### config.mk
export PLATFORM = sky130hd
export DESIGN_NAME = rgb_stream_proc
export DESIGN_NICKNAME = d
export VERILOG_FILES = /design/src/rtl/rgb_stream_proc.sv
export SDC_FILE = /design/constraint.sdc
export NUM_CORES = 1
export LEC_CHECK = 0
export CORE_MARGIN = 1.5
export CORE_UTILIZATION = 55
export CTS_CLUSTER_DIAMETER = 120
export DETAILED_ROUTE_END_ITERATION = 16
export PLACE_DENSITY = 0.83
export SKIP_CTS_REPAIR_TIMING = 1
export SLEW_MARGIN = 20
export SYNTH_ARGS = -nofsm -noshare
export SYNTH_HDL_FRONTEND = slang
export SYNTH_SLANG_ARGS = --single-unit
### constraint.sdc
create_clock -name clk_i -period 9.7 [get_ports clk_i]
set_input_delay 1.94 -clock clk_i [delete_from_list [all_inputs] [get_ports clk_i]]
set_output_delay 1.94 -clock clk_i [all_outputs]
set_load 0.02 [all_outputs]
### src/rtl/rgb_stream_proc.sv
// Per-pixel RGB stream processor: frame-synchronous colour mode applied to NumPix lanes,
// carried with vsync/hsync/vde through a fixed-latency, stallable valid/ready pipeline.
module rgb_stream_proc #(
   parameter int unsigned PixW    = 8,
   parameter int unsigned NumPix  = 1,
   parameter int unsigned Latency = 2,
   parameter int unsigned CntW    = 8
) (
   input  logic                        clk_i,
   input  logic                        rst_ni,
   input  logic [2:0]                  mode_i,
   input  logic [PixW-1:0]             thresh_i,
   input  logic [NumPix*3*PixW-1:0]    pix_i,
   input  logic                        vsync_i,
   input  logic                        hsync_i,
   input  logic                        vde_i,
   input  logic                        valid_i,
   output logic                        ready_o,
   output logic [NumPix*3*PixW-1:0]    pix_o,
   output logic                        vsync_o,
   output logic                        hsync_o,
   output logic                        vde_o,
   output logic                        valid_o,
   input  logic                        ready_i,
   output logic [2:0]                  mode_o,
   output logic [CntW-1:0]             frame_cnt_o
);

   localparam int unsigned LaneW = 3 * PixW;
   localparam int unsigned BeatW = NumPix * LaneW;

   typedef enum logic [2:0] {
      ModePass   = 3'd0,
      ModeInv    = 3'd1,
      ModeGray   = 3'd2,
      ModeThresh = 3'd3,
      ModeSwap   = 3'd4
   } mode_e;

   logic [Latency-1:0] valid_q;
   logic [Latency-1:0] load;
   logic [BeatW-1:0]   pix_q  [Latency];
   logic [2:0]         meta_q [Latency];

   logic [2:0]         mode_q;
   logic [PixW-1:0]    thresh_q;
   logic [CntW-1:0]    frame_cnt_q;
   logic               prev_vsync_q;

   logic               accept;
   logic               frame_start;
   logic [2:0]         mode_eff;
   logic [PixW-1:0]    thresh_eff;
   logic [BeatW-1:0]   pix_proc;

   logic               full_tail;
   logic [PixW-1:0]    r;
   logic [PixW-1:0]    g;
   logic [PixW-1:0]    b;
   logic [PixW+1:0]    sum;
   logic [PixW-1:0]    y;
   logic [LaneW-1:0]   lane;

   // Stage k can load unless it and every stage after it are full while the output stalls.
   always_comb begin
      load      = '0;
      full_tail = 1'b1;
      for (int k = 0; k < int'(Latency); k++) begin
         full_tail = 1'b1;
         for (int j = k; j < int'(Latency); j++) begin
            full_tail = full_tail & valid_q[j];
         end
         load[k] = ready_i | ~full_tail;
      end
   end

   assign ready_o     = load[0];
   assign accept      = valid_i & load[0];
   assign frame_start = accept & vsync_i & ~prev_vsync_q;
   // The boundary beat already uses the newly requested mode and threshold.
   assign mode_eff    = frame_start ? mode_i : mode_q;
   assign thresh_eff  = frame_start ? thresh_i : thresh_q;

   always_comb begin
      pix_proc = '0;
      r        = '0;
      g        = '0;
      b        = '0;
      sum      = '0;
      y        = '0;
      lane     = '0;
      for (int i = 0; i < int'(NumPix); i++) begin
         r    = pix_i[i*LaneW + 2*PixW +: PixW];
         g    = pix_i[i*LaneW + PixW +: PixW];
         b    = pix_i[i*LaneW +: PixW];
         sum  = {2'b00, r} + {1'b0, g, 1'b0} + {2'b00, b};
         y    = sum[PixW+1:2];
         case (mode_e'(mode_eff))
            ModeInv:    lane = ~{r, g, b};
            ModeGray:   lane = {y, y, y};
            ModeThresh: lane = (y >= thresh_eff) ? {LaneW{1'b1}} : '0;
            ModeSwap:   lane = {b, g, r};
            default:    lane = {r, g, b};
         endcase
         if (!vde_i) begin
            lane = '0;
         end
         pix_proc[i*LaneW +: LaneW] = lane;
      end
   end

   always_ff @(posedge clk_i or negedge rst_ni) begin
      if (!rst_ni) begin
         valid_q      <= '0;
         for (int k = 0; k < int'(Latency); k++) begin
            pix_q[k]  <= '0;
            meta_q[k] <= '0;
         end
         mode_q       <= '0;
         thresh_q     <= '0;
         frame_cnt_q  <= '0;
         prev_vsync_q <= 1'b0;
      end else begin
         if (load[0]) begin
            valid_q[0] <= valid_i;
            if (valid_i) begin
               pix_q[0]  <= pix_proc;
               meta_q[0] <= {vsync_i, hsync_i, vde_i};
            end
         end
         for (int k = 1; k < int'(Latency); k++) begin
            if (load[k]) begin
               valid_q[k] <= valid_q[k-1];
               if (valid_q[k-1]) begin
                  pix_q[k]  <= pix_q[k-1];
                  meta_q[k] <= meta_q[k-1];
               end
            end
         end
         if (accept) begin
            prev_vsync_q <= vsync_i;
         end
         if (frame_start) begin
            mode_q      <= mode_i;
            thresh_q    <= thresh_i;
            frame_cnt_q <= frame_cnt_q + 1'b1;
         end
      end
   end

   assign valid_o                   = valid_q[Latency-1];
   assign pix_o                     = pix_q[Latency-1];
   assign {vsync_o, hsync_o, vde_o} = meta_q[Latency-1];
   assign mode_o                    = mode_q;
   assign frame_cnt_o               = frame_cnt_q;

endmodule

# --- Yosys cells after proc, flatten, opt, wreduce, memory -nomap -nowiden ---
# Index checks and enable logic that the tools add are counted.
op_classes:
  n_mux: 5
  eq_ne: 4
  mul: 0
  order_cmp: 1
  n_bitwise: 10
  n_div: 0
  add_sub_neg: 3
  reduce_logical: 2
  shift: 0
ops:
  columns: ["operator", "count"]
  rows:
  - ["24-bit case mux with 4 select lines", 1]
  - ["24-bit 2-to-1 mux", 2]
  - ["24-bit inverter", 1]
  - ["10-bit by 8-bit adder with 10-bit output", 1]
  - ["8-bit by 9-bit adder with 10-bit output", 1]
  - ["8-bit by 1-bit adder with 8-bit output, second input constant", 1]
  - ["8-bit >= comparator", 1]
  - ["8-bit 2-to-1 mux", 1]
  - ["3-bit by 2-bit == test with 1-bit output, second input constant", 2]
  - ["1-bit bitwise AND", 4]
  - ["2-bit AND reduction", 2]
  - ["3-bit by 1-bit == test with 1-bit output, second input constant", 1]
  - ["3-bit == test, second input constant", 1]
  - ["3-bit 2-to-1 mux", 1]
  - ["1-bit inverter", 3]
  - ["1-bit bitwise OR", 2]
totals:
  rom_bits: 0
  latch_bits: 0
  word_cells: 35
  ff_bits: 76
  mem_bits_rw: 0
  inputBits: 42
  memories: 0

# --- Longest topological paths before layout ---
depth:
  depth_word: 11
  ltp_mapped: 15
  ltp_nobuf: 15

# --- Least setup slack after synthesis ---
# OpenSTA, ideal clock, no wires.
synth_path:
  kind: "input to register"
  start: "input pix_i[1]"
  end: "register pix_q[40] (netlist bit)"
  setup_slack_ps: 4319
  setup_ps: 126
  n_path_buf: 0
  cell_stages: 15
  t_required_ps: 9574
  t_arrival_ps: 5255
  cell_sequence: "inv_1 -> fa_1 -> and3b_1 -> fa_1 -> a211o_1 -> a21oi_1 -> o21ai_0 -> a21o_1 -> ha_1 -> a41o_1 -> a21oi_1 -> o31ai_1 -> o21ai_4 -> nor2_1 -> a221o_1"
synth_between:
  elab_chain_len: 5
synth_lines:
  columns: ["item", "line", "source"]
  rows:
  - ["start: declaration", "13", "input logic [NumPix*3*PixW-1:0] pix_i,"]
  - ["10-bit by 8-bit adder with 10-bit output *", "96", "sum = {2'b00, r} + {1'b0, g, 1'b0} + {2'b00, b};"]
  - ["8-bit >= comparator", "101", "ModeThresh: lane = (y >= thresh_eff) ? {LaneW{1'b1}} : '0;"]
  - ["24-bit 2-to-1 mux", "101", null]
  - ["24-bit case mux with 4 select lines *", "98", "case (mode_e'(mode_eff))"]
  - ["24-bit 2-to-1 mux *", "105", "if (!vde_i) begin"]
  - ["end signal: indexed assignment", "135", "pix_q[k] <= pix_q[k-1];"]
  - ["end: declaration", "42", "logic [BeatW-1:0] pix_q [Latency];"]
# Every way passes the cells marked *; elsewhere a longest branch is shown, timed or not.
# A chain may end at the register's enable or synchronous reset.

# --- Final worst setup path ---
layout_path:
  start: "input pix_i[1]"
  end: "register pix_q[35] (netlist bit)"
# Same word-level chain as after synthesis.

==> flow_metrics.env <==
export IMPL_wire_per_inst_um=17.5
export IMPL_worstHoldPathType="register to register"
export IMPL_cp_start_kind="primary input"
export IMPL_max_slew_margin_pct=38.6
export IMPL_seqCellArea_sq_um=1880
export IMPL_endpoint_kind="register"
export IMPL_vias_per_cell=5.96
export IMPL_whs_ns=0.491
export IMPL_syn_inst=419
export IMPL_clock_skew_ns=0.0115
export IMPL_synth_edf_count=0
export IMPL_finalSetupViolations=0
export IMPL_maxCapViolations=0
export IMPL_fin_tns_setup_ns=0
export IMPL_crit_family="compound AO/OA/AOI/OAI gates"
export IMPL_ys_flop_type="dfrtp_1"
export IMPL_vias=3453
export IMPL_design_area_sq_um=5470
export IMPL_fill_cells=623
export IMPL_period_share_pct=62.6
export IMPL_overflow=0
export IMPL_layout_drive_gt1_share_pct=14.6
export IMPL_ys_ff_latch=75
export IMPL_cts_buffer_depth=2
export IMPL_synth_most_common_cell="dfrtp_1"
export IMPL_fp_dieW_um=94.2
export IMPL_rows=33
export IMPL_synth_nets=485
export IMPL_grt_max_degree=76
export IMPL_grt_usage_pct=25.0
export IMPL_totalWireLength_um=10100
export IMPL_path_class="primary input to register"
export IMPL_cp_slowest_cell="o31ai_1"
export IMPL_worst_hold_path_endpoint="frame_cnt_o[7]$_DFFE_PN0N_"
export IMPL_grt_first_pass_wirelength_um=17200
export IMPL_hold_viol_final=0
export IMPL_reg2reg_from="valid_q[0]$_DFFE_PN0N_"
export IMPL_ys_seq_area_share_pct=41.1
export IMPL_cp_buffers_inverters=2
export IMPL_clk_latency_ns=0.36
export IMPL_stdcell_count=579
export IMPL_area_delta_synth_final_pct=19.7
export IMPL_p_leak_nw=2.35
export IMPL_status="finished, final reports clean"
export IMPL_max_freq_ghz=0.165
export IMPL_place_congestion=0.840
export IMPL_drt_initial_drc_count=234
export IMPL_postSynth_asyncResetShare_pct=100
export IMPL_avgSynthCellArea_sq_um=10.9
export IMPL_core_sq_um=8130
export IMPL_io_pins=82
export IMPL_yosys_top_cells_area="dfrtp_1, mux2_2, ha_1, buf_4, fa_1"
export IMPL_dieArea_sq_um=8870
export IMPL_period_needed_ns=6.07
export IMPL_worst_r2r_cell_count=11
export IMPL_cts_tree="built"
export IMPL_cts_htree_levels=3
export IMPL_cp_required_ns=10.00
export IMPL_hp_start="frame_cnt_o[7]$_DFFE_PN0N_"
export IMPL_crit_arrival_ns=6.37
export IMPL_finalNetCount=535
export IMPL_grt_pass1_vias=3506
export IMPL_yosysTopAreaCellShare_pct=41.1
export IMPL_start_util_pct=56.2
export IMPL_clkSinkCount=75
export IMPL_slowest_delay_ns=0.67
export IMPL_synth_area_leader_cell="dfrtp_1"
export IMPL_cts_clk_slew_worst_paths_ns=0.09
export IMPL_crit_reg2reg_capture="pix_q[40]$_DFFE_PN0N_"
export IMPL_dp_cells=563
export IMPL_yosys_warnings=0
export IMPL_multi_input_area_sq_um=2360
export IMPL_antenna_cells=0
export IMPL_synth_top_cells_by_count="dfrtp_1, nand2_1, mux2_2, o21ai_0, buf_4"
export IMPL_cts_buffers_inserted=9
export IMPL_rrSetupSlack_ns=6.15
export IMPL_io_buffers=81
export IMPL_critPathMaxFanout=5
export IMPL_p_per_area_nw_per_um2=255
export IMPL_first_pass_iters=5
export IMPL_root_buffer="clkbuf_8"
export IMPL_drc=0
export IMPL_placed_area_sq_um=5230
export IMPL_worst_pin_slew_ns=0.921
export IMPL_grt_antenna_before_repair=0
export IMPL_maxSlewViolCount=0
export IMPL_cp_common_cell="fa_1"
export IMPL_syn_area_sq_um=4570
export IMPL_dp_hpwl_um=7240
export IMPL_crit_chain="clkdlybuf4s50_1 -> inv_1 -> fa_1 -> and3b_1 -> fa_1 -> a211o_1 -> a21oi_1 -> o21ai_0 -> a21o_1 -> ha_1 -> nand4_1 -> o31ai_1 -> o21ai_4 -> o21ai_2 -> o221a_1"
export IMPL_ys_types=53
export IMPL_rsz0062_at_grt="false"
export IMPL_dieHeight_um=94.2
export IMPL_ant_nets=0
export IMPL_power_mw=1.40
export IMPL_peakVddDrop_v=0.000187
export IMPL_holdPathStages=1
-- area by class of cell --
| type | instances | share of cell area [%] |
|---|---|---|
| inverter | 14 | 0.961 |
| clock buffer | 9 | 2.26 |
| tap | 105 | 2.40 |
| timing repair buffer | 82 | 14.9 |
| sequential | 75 | 34.3 |
| multi-input combinational | 287 | 43.2 |
| clock inverter | 7 | 1.97 |
-- where the power goes --
part | switching [mW] | total, mW | internal [mW]
registers | 0.0665 | 0.486 | 0.419
logic | 0.330 | 0.628 | 0.298
clock network | 0.132 | 0.282 | 0.150
-- layout by cell type, fill, tap and decap left out, types with 8 or more instances in the layout --
master           synthesis  final
o221a_1                  8      8
mux2i_1                 10     10
a2bb2oi_1               14     14
fa_1                     8      8
o21ai_0                 30     30
mux2_2                  30     30
inv_1                   14     14
clkdlybuf4s50_1          0     80
ha_1                    16     16
clkbuf_8                 0      9
a21oi_1                  8      8
nand2_1                 35     34
nor2_1                  22     22
dfrtp_1                 75     75
nand2b_1                 9      9
-- per-stage QoR --
step / worst slack, ns / utilization [%]
4_1_cts: 3.71 / 67.2
3_3_place_gp: 3.58 / 64.3
5_1_grt: 3.43 / 67.2
6_report: 3.63 / 67.2
2_1_floorplan: 4.32 / -
3_5_place_dp: 3.35 / 64.3
-- logic make-up (layout without fill, tap and decap cells) --
family | Yosys count | count (layout) | share of synthesized area [%]
buffers and inverters | 57 | 112 | 7.36
xor gates and xnor gates | 14 | 14 | 2.68
AOI/OAI and AO/OA | 115 | 115 | 19.0
muxes | 48 | 48 | 12.8
DFF | 75 | 75 | 41.1
adders and majority gates | 24 | 24 | 7.88
and+or+nand+nor | 86 | 86 | 9.17
-- worst max path at each step --
stage / start / endpoint / slack, ns / cells after the start
2_1_floorplan: pix_i[1] / pix_q[40]$_DFFE_PN0N_ / 4.32 / 15
3_3_place_gp: pix_i[1] / pix_q[40]$_DFFE_PN0N_ / 3.58 / 16
3_5_place_dp: pix_i[1] / pix_q[43]$_DFFE_PN0N_ / 3.35 / 15
4_1_cts: pix_i[1] / pix_q[35]$_DFFE_PN0N_ / 3.71 / 15
5_1_grt: pix_i[1] / pix_q[35]$_DFFE_PN0N_ / 3.43 / 15
6_report: pix_i[1] / pix_q[35]$_DFFE_PN0N_ / 3.63 / 15
-- state kept, by name (all words and copies together) (netlist names) --
| register | cells |
|---|---|
| frame_cnt_o | 8 |
| hsync_o | 1 |
| meta_q | 3 |
| mode_o | 3 |
| pix_o | 24 |
| pix_q | 24 |
| thresh_q | 8 |
| valid_q | 2 |
| vde_o | 1 |
| vsync_o | 1 |
-- metal layers --
| metal | vias up | GRT usage (%) | share of wire, % |
|---|---|---|---|
| met4 | 0 | 8.08 | 2.1 |
| met3 | 25 | 6.31 | 6.7 |
| met5 | - | 0 | 0 |
| met1 | 1690 | 32.7 | 44 |
| met2 | 139 | 40.6 | 48 |
| li1 | 1599 | - | - |
(Power assumes the default switching activity.)
